File: config.mk
export PLATFORM = sky130hd
export DESIGN_NAME = phi2_sequencer
export DESIGN_NICKNAME = d
export VERILOG_FILES = /design/src/rtl/phi2_sequencer.sv
export SDC_FILE = /design/constraint.sdc
export NUM_CORES = 1
export LEC_CHECK = 0
export CORE_AREA = 4 4 83 85
export DETAILED_ROUTE_END_ITERATION = 6
export DIE_AREA = 0 0 87 89
export GPL_ROUTABILITY_DRIVEN = 0
export PLACE_DENSITY = 0.44
export SYNTH_ARGS = -nofsm -noshare
export SYNTH_HDL_FRONTEND = slang
export SYNTH_SLANG_ARGS = --single-unit
File: constraint.sdc
create_clock -name input_clock -period 1.9 [get_ports input_clock]
set_input_delay 0.475 -clock input_clock [delete_from_list [all_inputs] [get_ports input_clock]]
set_output_delay 0.475 -clock input_clock [all_outputs]
set_load 0.01 [all_outputs]
File: src/rtl/phi2_sequencer.sv
// 6502 bus-cycle clock generator: turns the scaler's divided clock into phi1/phi2
// with edge strobes, slow-device stretching, run/single-step control and a cycle counter.
module phi2_sequencer #(
  parameter int WAIT_WIDTH  = 3,
  parameter int COUNT_WIDTH = 16
) (
  input  logic                   input_clock,
  input  logic                   reset,
  input  logic                   scaled_clock,
  input  logic                   run,
  input  logic                   step,
  input  logic                   slow_access,
  input  logic [WAIT_WIDTH-1:0]  wait_states,
  output logic                   phi2,
  output logic                   phi1,
  output logic                   phi2_rise,
  output logic                   phi2_fall,
  output logic                   stretching,
  output logic                   halted,
  output logic [COUNT_WIDTH-1:0] cycle_count
);

  typedef enum logic [1:0] {PHI1, PHI2, STRETCH} state_t;

  state_t                 state_reg, state_next;
  logic [WAIT_WIDTH-1:0]  wait_reg, wait_next;
  logic                   pending_reg, pending_next;
  logic                   scaled_q;
  logic                   phi2_reg, phi2_next;
  logic                   phi1_reg, phi1_next;
  logic                   rise_reg, rise_next;
  logic                   fall_reg, fall_next;
  logic                   stretch_reg, stretch_next;
  logic                   halted_reg, halted_next;
  logic [COUNT_WIDTH-1:0] count_reg, count_next;

  logic rise;
  logic fall;
  logic go;
  logic start;

  assign rise  = scaled_clock & ~scaled_q;
  assign fall  = ~scaled_clock & scaled_q;
  assign go    = run | pending_reg | step;
  assign start = (state_reg == PHI1) & rise & go;

  always_ff @(posedge input_clock) begin
    if (reset) begin
      state_reg   <= PHI1;
      wait_reg    <= '0;
      pending_reg <= 1'b0;
      scaled_q    <= 1'b0;
      phi2_reg    <= 1'b0;
      phi1_reg    <= 1'b1;
      rise_reg    <= 1'b0;
      fall_reg    <= 1'b0;
      stretch_reg <= 1'b0;
      halted_reg  <= 1'b0;
      count_reg   <= '0;
    end else begin
      state_reg   <= state_next;
      wait_reg    <= wait_next;
      pending_reg <= pending_next;
      scaled_q    <= scaled_clock;
      phi2_reg    <= phi2_next;
      phi1_reg    <= phi1_next;
      rise_reg    <= rise_next;
      fall_reg    <= fall_next;
      stretch_reg <= stretch_next;
      halted_reg  <= halted_next;
      count_reg   <= count_next;
    end
  end

  always_comb begin
    state_next   = state_reg;
    wait_next    = wait_reg;
    pending_next = pending_reg;
    phi2_next    = phi2_reg;
    rise_next    = 1'b0;
    fall_next    = 1'b0;
    stretch_next = stretch_reg;
    count_next   = count_reg;

    case (state_reg)
      PHI1: begin
        if (start) begin
          state_next   = PHI2;
          phi2_next    = 1'b1;
          rise_next    = 1'b1;
          wait_next    = slow_access ? wait_states : '0;
          pending_next = 1'b0;
        end
      end
      PHI2: begin
        if (fall) begin
          if (wait_reg == '0) begin
            state_next = PHI1;
            phi2_next  = 1'b0;
            fall_next  = 1'b1;
            count_next = count_reg + 1'b1;
          end else begin
            state_next   = STRETCH;
            stretch_next = 1'b1;
          end
        end
      end
      STRETCH: begin
        if (fall) begin
          wait_next = wait_reg - 1'b1;
          if (wait_reg == WAIT_WIDTH'(1)) begin
            state_next   = PHI1;
            phi2_next    = 1'b0;
            fall_next    = 1'b1;
            stretch_next = 1'b0;
            count_next   = count_reg + 1'b1;
          end
        end
      end
      default: begin
        state_next   = PHI1;
        phi2_next    = 1'b0;
        stretch_next = 1'b0;
      end
    endcase

    // A step that is not consumed by this very rise is remembered (no queueing)
    if (step & ~run & ~start)
      pending_next = 1'b1;

    phi1_next   = ~phi2_next;
    halted_next = (state_next == PHI1) & ~run & ~pending_next;
  end

  assign phi2        = phi2_reg;
  assign phi1        = phi1_reg;
  assign phi2_rise   = rise_reg;
  assign phi2_fall   = fall_reg;
  assign stretching  = stretch_reg;
  assign halted      = halted_reg;
  assign cycle_count = count_reg;

endmodule

==> flow_metrics.py, run 1 <==
metrics = {
    "yosys": {
        "yosysUniqueCellTypes": 42,
        "ys_ff_latch": 29,
        "syn-num-nets": 189,
        "netlist_area_mm2": 0.00152,
        "synthCells": 172,
        "seq_area_frac_synth_pct": 38.3,
        "synth_warnings": 0,
        "avgSynthCellArea_um2": 8.82,
        "synth_ff_type": "dfxtp_1",
        "synth_edf_count": 0,
        "async_flop_share_pct": 0,
    },
    "routing": {
        "drtPass1Iterations": 4,
        "remaining_drc_errors": 0,
        "vias": 1387,
        "drt_iter0_markers": 26,
        "wirelength_um": 3890,
        "viasPerCell": 4.50,
        "drt-wirelength-per-cell_um": 12.6,
        "ant_nets": 0,
    },
    "timing": {
        "fin_skew_ns": 0.00913,
        "max_freq_mhz": 537,
        "fin_setup_tns_ns": 0,
        "drv_slew": 0,
        "period_minus_slack_ns": 1.86,
        "rsz0062_at_grt": "true",
        "fin_crit_sh_pct": 98.0,
        "hold_violations": 0,
        "finalSetupViolations": 0,
        "tightest_slew_ns": 0.480,
        "slew_headroom_pct": 67.9,
    },
    "setup_path": {
        "endpoint_kind": "register",
        "worst-path-buf-inv": 1,
        "start_kind": "register",
        "cp_top_family": "compound AO/OA/AOI/OAI gates",
        "required_ns": 2.08,
        "critical-path-max-stage-delay_ns": 0.48,
        "path_class": "register to register",
        "rrSetupSlack_ns": 0.04,
        "worstPathArrival_ns": 2.04,
        "path_cells": "inv_1 > ha_4 > nand3b_4 > a221o_2 > nor4_4 > xnor2_1 > nor2_1",
        "cp_max_fo": 6,
        "critPathSlowestCell": "a221o_2",
    },
    "grt": {
        "antenna_found_initial": 0,
        "grt_pass1_wl_um": 6200,
        "grt_pass1_vias": 1295,
        "grt_max_degree": 12,
        "grt_util_all_layers_pct": 10.2,
        "overflow": 0,
    },
    "layout": {
        "fin_cells": 308,
        "drive_gt1_share_pct": 23.4,
        "nNetsFinal": 247,
        "n_antenna_cell": 0,
        "largest_reg_flops": 16,
        "final_cell_area_mm2": 0.00232,
        "flow.area_growth_from_synthesis_pct": 53.1,
    },
    "clock_network": {
        "clockRootBuffer": "clkbuf_8",
        "numCtsBuffers": 5,
        "cts.sinks": 29,
        "cts.reportedPaths.clkPinSlew_ns": 0.07,
        "hold_buffers": 0,
        "h-tree-depth": 2,
        "cts_buffer_depth": 2,
        "clk_latency_ns": 0.28,
        "cts_tree": "yes",
    },
    "floorplan": {
        "die_w_um": 87,
        "initial_core_util_pct": 24.5,
        "row_count": 29,
        "dieHeight_um": 89,
        "io_pins": 31,
        "core-area_mm2": 0.00620,
        "die_area_mm2": 0.00774,
    },
    "power_and_ir_drop": {
        "swShare_pct": 24.1,
        "p_int_w": 0.00118,
        "clkPwrFrac_pct": 43.8,
        "power.total_w": 0.00156,
        "peakVddDrop_mv": 0.289,
        "combinationalPowerShare_pct": 15.1,
        "p_sw_w": 0.000375,
        "p_seq_share_pct": 41.1,
        "p_per_area_mw_per_mm2": 671,
        "leakage_nw": 0.865,
    },
    "status": {
        "status": "finished, final reports clean",
    },
    "place": {
        "hpwlAfterDp_um": 2920,
        "place_inst": 297,
        "dpl-instance-area_mm2": 0.00205,
        "io_buffers": 30,
    },
    "flow_run": {
        "cap_violations": 0,
    },
    "worst_hold_path": {
        "hold_class": "register to register",
    },
}
[final cells by class]
type                       instances  area (um^2)
sequential                        29          583
timing repair buffer              55          492
inverter                           8         30.0
clock inverter                     1         30.0
multi-input combinational        131         1010
clock buffer                       7         86.3
fill                             632         3880
tap                               77         96.3
[tightest hold or removal path, stage by stage (launching register included)]
cell	delay (ns)
dfxtp_1	0.32
nand3b_1	0.07
o21ai_1	0.05
[synth_stat cells, drive strengths merged, types with 2 or more instances]
| master | count | area share [%] |
|---|---|---|
| nor2b | 4 | 1.6 |
| a211oi | 2 | 0.99 |
| o21ai | 10 | 3.3 |
| a21oi | 9 | 3.0 |
| clkbuf | 2 | 1.2 |
| xor2 | 6 | 3.5 |
| nor3 | 6 | 2.0 |
| nand3 | 2 | 1.5 |
| xnor2 | 7 | 4.0 |
| dfxtp | 29 | 38 |
| nor4 | 6 | 2.5 |
| nand4 | 9 | 3.7 |
| a31oi | 2 | 0.82 |
| or3 | 2 | 0.82 |
| nand2b | 6 | 3.5 |
| nand2 | 10 | 2.5 |
| buf | 2 | 0.82 |
| inv | 8 | 2.0 |
| nand3b | 3 | 2.3 |
| ha | 8 | 6.6 |
| nor2 | 24 | 5.9 |
[metrics by stage]
| step | setup slack (ns) | hold slack [ns] | utilization, % |
|---|---|---|---|
| floorplan | -0.00187 | 0.488 | - |
| global placement | -0.293 | 0.471 | 33.0 |
| detailed placement | -0.303 | 0.486 | 33.0 |
| CTS | -0.0386 | 0.496 | 34.9 |
| global route | -0.0432 | 0.539 | 37.4 |
| finish | 0.0376 | 0.490 | 37.4 |
[routing by layer]
metal / GRT usage, % / vias to the layer above / wire length (um)
met1: 14.4 / 634 / 1940
met2: 15.0 / 23 / 1730
li1: - / 723 / -
met5: 0 / - / 0
met4: 3.82 / 0 / 68
met3: 2.58 / 7 / 142
[kinds of logic after synthesis]
kind of cell | after synthesis | share of synthesized area [%]
compound gates | 31 | 13.9
xor+xnor | 13 | 7.50
fa+ha+maj | 8 | 6.60
buf+inv | 12 | 3.96
flops | 29 | 38.3
mux | 1 | 0.660
simple gates | 78 | 29.1
[cells in the final DEF (no fill, tap or decap), types with 4 or more instances in the layout]
master / synthesis / final
nand4_1: 9 / 9
nor4_4: 0 / 4
ha_4: 0 / 4
inv_1: 8 / 8
clkbuf_8: 1 / 6
nand2_1: 10 / 10
nor3_1: 6 / 6
nor2_1: 24 / 23
a21oi_1: 9 / 9
xnor2_1: 7 / 7
nor2b_1: 4 / 4
xor2_1: 6 / 6
clkdlybuf4s50_1: 0 / 30
dfxtp_1: 29 / 27
o21ai_0: 8 / 7
buf_4: 1 / 24
[final timing paths]
check | startpoint | to | depth (start not counted)
worst max-delay path | wait_reg[0] | cycle_count[13] | 7
worst min-delay path | cycle_count[15] | cycle_count[15] | 2
worst max register to register | wait_reg[0] | cycle_count[13] | 7
worst min register to register | cycle_count[15] | cycle_count[15] | 2
[power by group through the flow]
| stage | combinational (W) | sequential (W) | clock, W |
|---|---|---|---|
| final | 0.000235 | 0.000641 | 0.000682 |
| after global routing | 0.000260 | 0.000644 | 0.000721 |
| after global placement | 0.000215 | 0.000652 | 0 |
| after CTS | 0.000215 | 0.000638 | 0.000699 |
| after floorplan | 0.000110 | 0.000655 | 0 |
| after detailed placement | 0.000214 | 0.000652 | 0 |
[repair_timing]
item                                    in CTS  in global routing
gates resized for setup                      0                 25
buffers inserted                             0                  3
hold endpoints to repair                     0                  0
pin swaps                                    1                  6
cloned                                       0                  0
endpoints found under the setup margin       5                 16
No activity file was read; power rests on OpenSTA's default activity.
==> run 2: changes to the inputs <==
--- a/config.mk
+++ b/config.mk
@@ -9,7 +9,9 @@
 export DETAILED_ROUTE_END_ITERATION = 6
 export DIE_AREA = 0 0 87 89
 export GPL_ROUTABILITY_DRIVEN = 0
+export MAX_ROUTING_LAYER = met4
 export PLACE_DENSITY = 0.44
+export SLEW_MARGIN = 10
 export SYNTH_ARGS = -nofsm -noshare
 export SYNTH_HDL_FRONTEND = slang
 export SYNTH_SLANG_ARGS = --single-unit
==> flow_metrics.py, run 2 (synthesized netlist as in run 1, its figures left out) <==
metrics = {
    "worst_hold_path": {
        "hold_path_depth": 2,
        "hold_class": "register to register",
    },
    "timing": {
        "tightest_slew_ns": 0.480,
        "fin_skew_ns": 0.00913,
        "max_freq_mhz": 537,
        "period_minus_slack_ns": 1.86,
        "slew_headroom_pct": 67.9,
        "finalSetupViolations": 0,
        "fin_crit_sh_pct": 98.0,
        "rsz0062_at_grt": "true",
        "drv_slew": 0,
        "hold_violations": 0,
        "hold_ws_ns": 0.490,
    },
    "routing": {
        "drt-wirelength-per-cell_um": 12.6,
        "viasPerCell": 4.50,
        "ant_nets": 0,
        "drt_iter0_markers": 25,
        "drtPass1Iterations": 4,
        "remaining_drc_errors": 0,
        "wirelength_um": 3890,
        "vias": 1385,
    },
    "grt": {
        "grt_pass1_vias": 1294,
        "grt_pass1_wl_um": 6210,
        "overflow": 0,
        "grt_max_degree": 12,
        "antenna_found_initial": 0,
        "grt_util_all_layers_pct": 10.5,
    },
    "floorplan": {
        "die_area_mm2": 0.00774,
        "io_pins": 31,
        "dieHeight_um": 89,
        "core-area_mm2": 0.00620,
        "die_w_um": 87,
        "initial_core_util_pct": 24.5,
        "row_count": 29,
    },
    "clock_network": {
        "cts_buffer_depth": 2,
        "cts_tree": "yes",
        "clk_latency_ns": 0.28,
        "cts.reportedPaths.clkPinSlew_ns": 0.07,
        "cts.sinks": 29,
        "clockRootBuffer": "clkbuf_8",
        "numCtsBuffers": 5,
        "h-tree-depth": 2,
    },
    "setup_path": {
        "worstRegToRegCells": 7,
        "required_ns": 2.08,
        "rrSetupSlack_ns": 0.04,
        "critPathSlowestCell": "a221o_2",
        "cp_max_fo": 6,
        "path_class": "register to register",
        "worstPathArrival_ns": 2.04,
        "endpoint_kind": "register",
        "path_cells": "inv_1 > ha_4 > nand3b_4 > a221o_2 > nor4_4 > xnor2_1 > nor2_1",
        "start_kind": "register",
        "critical-path-max-stage-delay_ns": 0.48,
    },
    "flow_run": {
        "cap_violations": 0,
    },
    "layout": {
        "n_antenna_cell": 0,
        "layout_common_cells": "30 x clkdlybuf4s50_1, 27 x dfxtp_1, 24 x buf_4",
        "fin_cells": 308,
        "largest_reg_flops": 16,
        "fin_util_pct": 37.4,
        "nNetsFinal": 247,
        "flow.area_growth_from_synthesis_pct": 53.1,
        "mostFrequentLayoutCell": "clkdlybuf4s50_1",
        "drive_gt1_share_pct": 23.4,
        "final_cell_area_mm2": 0.00232,
        "num-fill-cells": 632,
    },
    "place": {
        "hpwlAfterDp_um": 2920,
        "io_buffers": 30,
        "dpl-instance-area_mm2": 0.00205,
        "place_inst": 297,
    },
    "power_and_ir_drop": {
        "leakage_nw": 0.865,
        "power.total_w": 0.00156,
        "peakVddDrop_mv": 0.289,
        "p_per_area_mw_per_mm2": 671,
    },
    "status": {
        "status": "finished, final reports clean",
    },
}
## run 2: cell counts in the layout (fill, tap and decap cells not counted)
Identical to the previous run, type by type.
## run 2: area by class of cell
type	count	area (um^2)	share of cell area [%]
clock buffer	7	86.3	3.72
clock inverter	1	30.0	1.29
inverter	8	30.0	1.29
multi-input combinational	131	1010	43.3
sequential	29	583	25.1
tap	77	96.3	4.15
timing repair buffer	55	492	21.2
## run 2: timing repair
action | CTS | global route
pin swaps | 1 | 6
hold endpoints to repair | 0 | 0
buffers inserted | 0 | 3
cloned | 0 | 0
hold buffers | 0 | 0
setup endpoints to repair | 5 | 16
gates resized for setup | 0 | 25
## run 2: routing by layer
| metal | wire [um] | vias up | track usage [%] |
|---|---|---|---|
| met3 | 141 | 7 | 2.58 |
| met4 | 70 | 0 | 3.82 |
| met5 | 0 | - | - |
| li1 | - | 723 | - |
| met2 | 1720 | 23 | 15.0 |
| met1 | 1950 | 632 | 14.4 |
## run 2: power by group
| group | internal [W] | switching, W |
|---|---|---|
| Combinational | 0.000129 | 0.000106 |
| Sequential | 0.000627 | 0.0000140 |
| Clock | 0.000428 | 0.000256 |
| Total | 0.00118 | 0.000376 |
## run 2: metrics by stage
step	TNS (ns)	setup slack, ns
2_1_floorplan	-0.00374	-0.00187
3_5_place_dp	-3.97	-0.303
5_1_grt	-0.0804	-0.0432
4_1_cts	-0.137	-0.0386
3_3_place_gp	-3.76	-0.293
6_report	0	0.0376
## run 2: final timing paths
check                    end             from
min reg2reg  cycle_count[15]  cycle_count[15]
max          cycle_count[13]      wait_reg[0]
min          cycle_count[15]  cycle_count[15]
max reg2reg  cycle_count[13]      wait_reg[0]
## run 2: critical path, delay by kind of cell, from the launching register on
kind,cells,cell delay [ns]
flops,1,0.37
compound gates,1,0.48
simple gates,3,0.46
buf+inv,1,0.14
xor+xnor,1,0.15
fa+ha+maj,1,0.17
